--- config.mk ---
export PLATFORM = sky130hd
export DESIGN_NAME = song_sequencer
export DESIGN_NICKNAME = d
export VERILOG_FILES = /design/src/rtl/song_sequencer.sv
export SDC_FILE = /design/constraint.sdc
export NUM_CORES = 1
export LEC_CHECK = 0
export BUFFER_PORTS_ARGS = -buffer_cell sky130_fd_sc_hd__buf_2
export CAP_MARGIN = 15
export CORE_MARGIN = 5
export CORE_UTILIZATION = 39
export DETAILED_ROUTE_END_ITERATION = 8
export PLACE_DENSITY_LB_ADDON = 0.1
export SLEW_MARGIN = 20
export SYNTH_ARGS = -nofsm -noshare
export SYNTH_HDL_FRONTEND = slang
export SYNTH_SLANG_ARGS = --single-unit
--- constraint.sdc ---
create_clock -name clk -period 4.4 [get_ports clk]
set_input_delay 0.88 -clock clk [delete_from_list [all_inputs] [get_ports clk]]
set_output_delay 0.88 -clock clk [all_outputs]
set_load 0.02 [all_outputs]
--- src/rtl/song_sequencer.sv ---
// Song-position sequencer and hit judge for the Guitar Hero datapath.
// Define SONG_LOOP_EN to wrap the song back to position 0 instead of stopping in DONE.
module song_sequencer #(
    parameter int unsigned TICKS_PER_STEP = 25_000_000,
    parameter int unsigned SONG_LEN       = 100
) (
    input  logic       clk,
    input  logic       rst_n,
    input  logic       start,
    input  logic       pause,
    input  logic [4:0] songD,
    input  logic       button_in,
    input  logic       note_match,
    output logic [6:0] songDataPos,
    output logic       step_strobe,
    output logic       playing,
    output logic       song_done,
    output logic       hit_pulse,
    output logic       miss_pulse,
    output logic [6:0] streak
);

    localparam int unsigned TimerW = (TICKS_PER_STEP > 1) ? $clog2(TICKS_PER_STEP) : 1;
    localparam logic [TimerW-1:0] TimerLast = TimerW'(TICKS_PER_STEP - 1);
    localparam logic [TimerW-1:0] WindowOpen = TimerW'(2);
    localparam logic [6:0] PosLast = 7'(SONG_LEN - 1);
    localparam logic [6:0] StreakMax = 7'd127;

    typedef enum logic [1:0] {StIdle, StPlay, StPaused, StDone} state_e;

    state_e            state_q, state_d;
    logic [TimerW-1:0] timer_q, timer_d;
    logic [6:0]        pos_q, pos_d;
    logic [6:0]        streak_q, streak_d;
    logic              hit_seen_q, hit_seen_d;
    logic              rest_press_q, rest_press_d;
    logic              strobe_q, strobe_d;
    logic              hit_q, hit_d;
    logic              miss_q, miss_d;
    logic              playing_q, playing_d;
    logic              done_q, done_d;

    logic in_window, terminal, note_on, hit_now, rest_now;

    // Timer values 0..1 cover the ROM settle after a position change.
    assign in_window = (timer_q >= WindowOpen);
    assign terminal  = (timer_q == TimerLast);
    assign note_on   = (songD != 5'd0);
    assign hit_now   = in_window && button_in && note_match && note_on && !hit_seen_q;
    assign rest_now  = in_window && button_in && !note_on;

    always_comb begin
        state_d      = state_q;
        timer_d      = timer_q;
        pos_d        = pos_q;
        streak_d     = streak_q;
        hit_seen_d   = hit_seen_q;
        rest_press_d = rest_press_q;
        strobe_d     = 1'b0;
        hit_d        = 1'b0;
        miss_d       = 1'b0;

        if (start) begin
            state_d      = StPlay;
            timer_d      = '0;
            pos_d        = '0;
            streak_d     = '0;
            hit_seen_d   = 1'b0;
            rest_press_d = 1'b0;
        end else begin
            unique case (state_q)
                StPlay: begin
                    if (hit_now) begin
                        hit_d      = 1'b1;
                        hit_seen_d = 1'b1;
                        if (streak_q != StreakMax) begin
                            streak_d = streak_q + 7'd1;
                        end
                    end
                    if (rest_now) begin
                        rest_press_d = 1'b1;
                    end
                    // Pause is registered: this cycle still counts, freezing starts next cycle.
                    if (pause) begin
                        state_d = StPaused;
                    end
                    if (terminal) begin
                        timer_d      = '0;
                        hit_seen_d   = 1'b0;
                        rest_press_d = 1'b0;
                        if (!(hit_seen_q || hit_now) && (note_on || rest_press_q || rest_now)) begin
                            miss_d   = 1'b1;
                            streak_d = '0;
                        end
                        if (pos_q == PosLast) begin
`ifdef SONG_LOOP_EN
                            pos_d    = '0;
                            strobe_d = 1'b1;
`else
                            state_d  = StDone;
`endif
                        end else begin
                            pos_d    = pos_q + 7'd1;
                            strobe_d = 1'b1;
                        end
                    end else begin
                        timer_d = timer_q + TimerW'(1);
                    end
                end
                StPaused: begin
                    if (!pause) begin
                        state_d = StPlay;
                    end
                end
                default: begin
                end
            endcase
        end

        playing_d = (state_d == StPlay) || (state_d == StPaused);
        done_d    = (state_d == StDone);
    end

    always_ff @(posedge clk or negedge rst_n) begin
        if (!rst_n) begin
            state_q      <= StIdle;
            timer_q      <= '0;
            pos_q        <= '0;
            streak_q     <= '0;
            hit_seen_q   <= 1'b0;
            rest_press_q <= 1'b0;
            strobe_q     <= 1'b0;
            hit_q        <= 1'b0;
            miss_q       <= 1'b0;
            playing_q    <= 1'b0;
            done_q       <= 1'b0;
        end else begin
            state_q      <= state_d;
            timer_q      <= timer_d;
            pos_q        <= pos_d;
            streak_q     <= streak_d;
            hit_seen_q   <= hit_seen_d;
            rest_press_q <= rest_press_d;
            strobe_q     <= strobe_d;
            hit_q        <= hit_d;
            miss_q       <= miss_d;
            playing_q    <= playing_d;
            done_q       <= done_d;
        end
    end

    assign songDataPos = pos_q;
    assign step_strobe = strobe_q;
    assign playing     = playing_q;
    assign song_done   = done_q;
    assign hit_pulse   = hit_q;
    assign miss_pulse  = miss_q;
    assign streak      = streak_q;

endmodule
==> run_summary.xml <==
<?xml version="1.0" encoding="UTF-8"?>
<metrics>
  <group name="yosys">
    <metric name="synth.top_cells.by_count" unit="">48 x sky130_fd_sc_hd__dfrtp_1, 37 x sky130_fd_sc_hd__nor2_1, 28 x sky130_fd_sc_hd__nand2_1</metric>
    <metric name="synth_edf_count" unit="">0</metric>
    <metric name="dominantRegCellSynth" unit="">sky130_fd_sc_hd__dfrtp_1</metric>
    <metric name="synth.net_count" unit="">312</metric>
    <metric name="yosys-top-cells-area" unit="">sky130_fd_sc_hd__dfrtp_1 44%, sky130_fd_sc_hd__nor2_1 5.1%, sky130_fd_sc_hd__xor2_1 4.8%</metric>
    <metric name="yosysWarnings" unit="">0</metric>
    <metric name="synth_area_leader_cell" unit="">sky130_fd_sc_hd__dfrtp_1</metric>
    <metric name="post_synth_instance_area" unit="mm2">0.00274</metric>
    <metric name="postSynth.asyncResetShare" unit="">1.00</metric>
    <metric name="synth.yosys.seq_area_share" unit="">0.438</metric>
    <metric name="synth.most_common_cell" unit="">sky130_fd_sc_hd__dfrtp_1</metric>
    <metric name="ys_ff_latch" unit="">48</metric>
    <metric name="netlist_instances" unit="">294</metric>
    <metric name="post-synth-top-area-fraction" unit="">0.438</metric>
    <metric name="post_synth_num_cell_types" unit="">50</metric>
    <metric name="post_synth.cell_area_avg" unit="um2">9.33</metric>
  </group>
  <group name="floorplanning">
    <metric name="die-width" unit="um">93.9</metric>
    <metric name="area_of_the_die" unit="mm2">0.00881</metric>
    <metric name="num_rows" unit="">30</metric>
    <metric name="die_y" unit="um">93.9</metric>
    <metric name="floorplan.initialDensity" unit="">0.402</metric>
    <metric name="pin_count" unit="">30</metric>
    <metric name="core" unit="mm2">0.00683</metric>
  </group>
  <group name="critical_path">
    <metric name="worst_path_largest_cell_delay" unit="ps">530</metric>
    <metric name="critPathCaptureType" unit="">flop</metric>
    <metric name="critical_path_class" unit="">flop to flop</metric>
    <metric name="setup.worst_path.start_class" unit="">flop</metric>
    <metric name="critical_path_peak_fanout" unit="">9</metric>
    <metric name="worstPathArrival" unit="ps">2840</metric>
    <metric name="path_buf_inv" unit="">0</metric>
    <metric name="timing.critical_path.max_delay_family" unit="">simple AND/OR/NAND/NOR gates</metric>
    <metric name="critical_path_required_time" unit="ps">4590</metric>
    <metric name="crit_path_cell_trace" unit="">nor4_2, and4_1, a32oi_1, or2_2, a211oi_1, ha_1</metric>
    <metric name="crit_path_top_delay_cell" unit="">sky130_fd_sc_hd__and4_1</metric>
  </group>
  <group name="final_layout">
    <metric name="layout-drive-gt1-share" unit="">0.154</metric>
    <metric name="sequential_cell_area" unit="mm2">0.00120</metric>
    <metric name="final_net_count" unit="">341</metric>
    <metric name="syn2layout_area_growth" unit="%">13.4</metric>
    <metric name="antenna_cells_inserted" unit="">0</metric>
    <metric name="multi_input_area" unit="mm2">0.00145</metric>
    <metric name="nFillCells" unit="">692</metric>
    <metric name="layout.core_utilization" unit="">0.455</metric>
  </group>
  <group name="cts">
    <metric name="cts_sinks" unit="">48</metric>
    <metric name="cts_buffer_depth" unit="">2</metric>
    <metric name="cts_tree" unit="">built</metric>
    <metric name="worstSkewPairLatency" unit="ps">300</metric>
    <metric name="clockRootBuffer" unit="">sky130_fd_sc_hd__clkbuf_8</metric>
    <metric name="cts.repair_timing.setup_buffer_count" unit="">0</metric>
    <metric name="cts_hold_buffers" unit="">0</metric>
    <metric name="post_cts_resized" unit="">0</metric>
    <metric name="cts_htree_levels" unit="">2</metric>
    <metric name="numCtsBuffers" unit="">5</metric>
    <metric name="clkTransAtPathRegs" unit="ps">90</metric>
  </group>
  <group name="drt">
    <metric name="via_count" unit="">2249</metric>
    <metric name="drt_pre_antenna_iters" unit="">5</metric>
    <metric name="route.final.wire_length" unit="um">6420</metric>
    <metric name="detail_route.vias_per_cell" unit="">5.35</metric>
    <metric name="ant_nets" unit="">0</metric>
    <metric name="drt_iter0_drc" unit="">121</metric>
    <metric name="detailed_route_drc_error_count" unit="">0</metric>
    <metric name="routedWlPerCell" unit="um">15.3</metric>
  </group>
  <group name="pwr">
    <metric name="pwr_density_cell" unit="mW/mm2">358</metric>
    <metric name="worst_ir_drop_vdd" unit="mV">0.199</metric>
    <metric name="report.power.total" unit="uW">1110</metric>
    <metric name="leakagePower" unit="uW">0.00134</metric>
  </group>
  <group name="sta">
    <metric name="slew_violations" unit="">0</metric>
    <metric name="max_slew_margin" unit="">0.458</metric>
    <metric name="fin_hold_ws" unit="ps">521</metric>
    <metric name="timing_hold_violations_final" unit="">0</metric>
    <metric name="clock.fmax" unit="GHz">0.379</metric>
    <metric name="timing.final.setup_violations" unit="">0</metric>
    <metric name="tightestPinTransition" unit="ps">811</metric>
    <metric name="period_needed" unit="ps">2640</metric>
    <metric name="final.setup_skew" unit="ps">5.00</metric>
    <metric name="layout_worst_path_cycle_share" unit="">0.600</metric>
    <metric name="setup_tns" unit="ps">0</metric>
    <metric name="grt_setup_unrepaired" unit="">false</metric>
  </group>
  <group name="placed_design">
    <metric name="globalplace.congestion" unit="">0.786</metric>
    <metric name="port-buffer-count" unit="">29</metric>
    <metric name="place_hpwl" unit="um">4470</metric>
  </group>
  <group name="grt">
    <metric name="pin_count_of_the_biggest_net_entering_global_routing" unit="">49</metric>
    <metric name="number_of_antenna_violations_at_the_first_check_in_global_routing" unit="">0</metric>
    <metric name="grt_use_total" unit="">0.157</metric>
    <metric name="grt_pass1_vias" unit="">2253</metric>
    <metric name="first_pass_grt_wire_length" unit="um">11100</metric>
    <metric name="overflow" unit="">0</metric>
  </group>
  <group name="run">
    <metric name="cap_viol_max_count" unit="">0</metric>
  </group>
  <group name="hold_path">
    <metric name="classification_of_the_worst_slack_hold_path" unit="">flop to flop</metric>
  </group>
  <group name="status">
    <metric name="status" unit="">completed</metric>
  </group>
</metrics>
[through the flow]
stage                     instances  cell area, um2  setup WS, ps
after global routing            420            3110          1490
after floorplan                 294            2740          2060
after CTS                       420            3110          1760
after global placement          412            2980          1790
after detailed placement        412            2980          1770
final                           420            3110          1760
[layout make-up]
type / instances / share of cell area
Timing Repair Buffer: 31 / 0.0515
Clock buffer: 7 / 0.0310
Multi-Input combinational cell: 223 / 0.466
Sequential cell: 48 / 0.386
Inverter: 14 / 0.0169
Clock inverter: 1 / 0.00965
Tap cell: 96 / 0.0386
[worst paths after layout]
kind / to / cells after the start / startpoint / slack (ps)
min: timer_q[24]$_DFFE_PN0P_ / 1 / timer_q[24]$_DFFE_PN0P_ / 520
max reg2reg: playing$_DFF_PN0_ / 6 / timer_q[6]$_DFFE_PN0P_ / 1760
min reg2reg: timer_q[24]$_DFFE_PN0P_ / 1 / timer_q[24]$_DFFE_PN0P_ / 520
max: playing$_DFF_PN0_ / 6 / timer_q[6]$_DFFE_PN0P_ / 1760
min in group asynchronous: streak[6]$_DFFE_PN0P_ / 2 / rst_n / 660
max in group asynchronous: songDataPos[5]$_DFFE_PN0P_ / 2 / rst_n / 3280
[state kept, by name, summed over array words and instances, names as in the netlist]
name,flops
timer_q,25
songDataPos,7
streak,7
state_q,2
hit_pulse,1
hit_seen_q,1
miss_pulse,1
playing,1
rest_press_q,1
song_done,1
step_strobe,1
[placed cells by master (no fill, tap or decap), drive strengths merged, types with 10 or more instances in the layout]
cell	synthesis	routed
xor2	15	15
nand3	16	16
nand2	28	28
inv	14	14
nor2	37	37
buf	3	31
o21ai	10	10
a21oi	14	14
dfrtp	48	48
nand4	12	12
[where the power goes]
part / total [uW] / leakage, uW / internal, uW / switching, uW
Clock: 353 / 0.0000645 / 201 / 152
Sequential: 496 / 0.000661 / 470 / 26.1
Combinational: 266 / 0.000617 / 80.9 / 185
Total: 1110 / 0.00134 / 751 / 363
[logic make-up after synthesis]
group,Yosys count,share of synthesized area
xor+xnor,21,0.0670
flops,48,0.438
simple gates,138,0.276
fa+ha+maj,7,0.0319
mux,4,0.0146
compound gates,53,0.139
buf+inv,23,0.0337
[metal layers]
metal  global-route usage  wire length (um)  part of all wire
met5                    0                 0                 0
met4               0.0397                74             0.012
met3               0.0345               290             0.045
met2                0.244              2810              0.44
met1                0.222              3250              0.51
No activity file was read; power rests on OpenSTA's default activity.
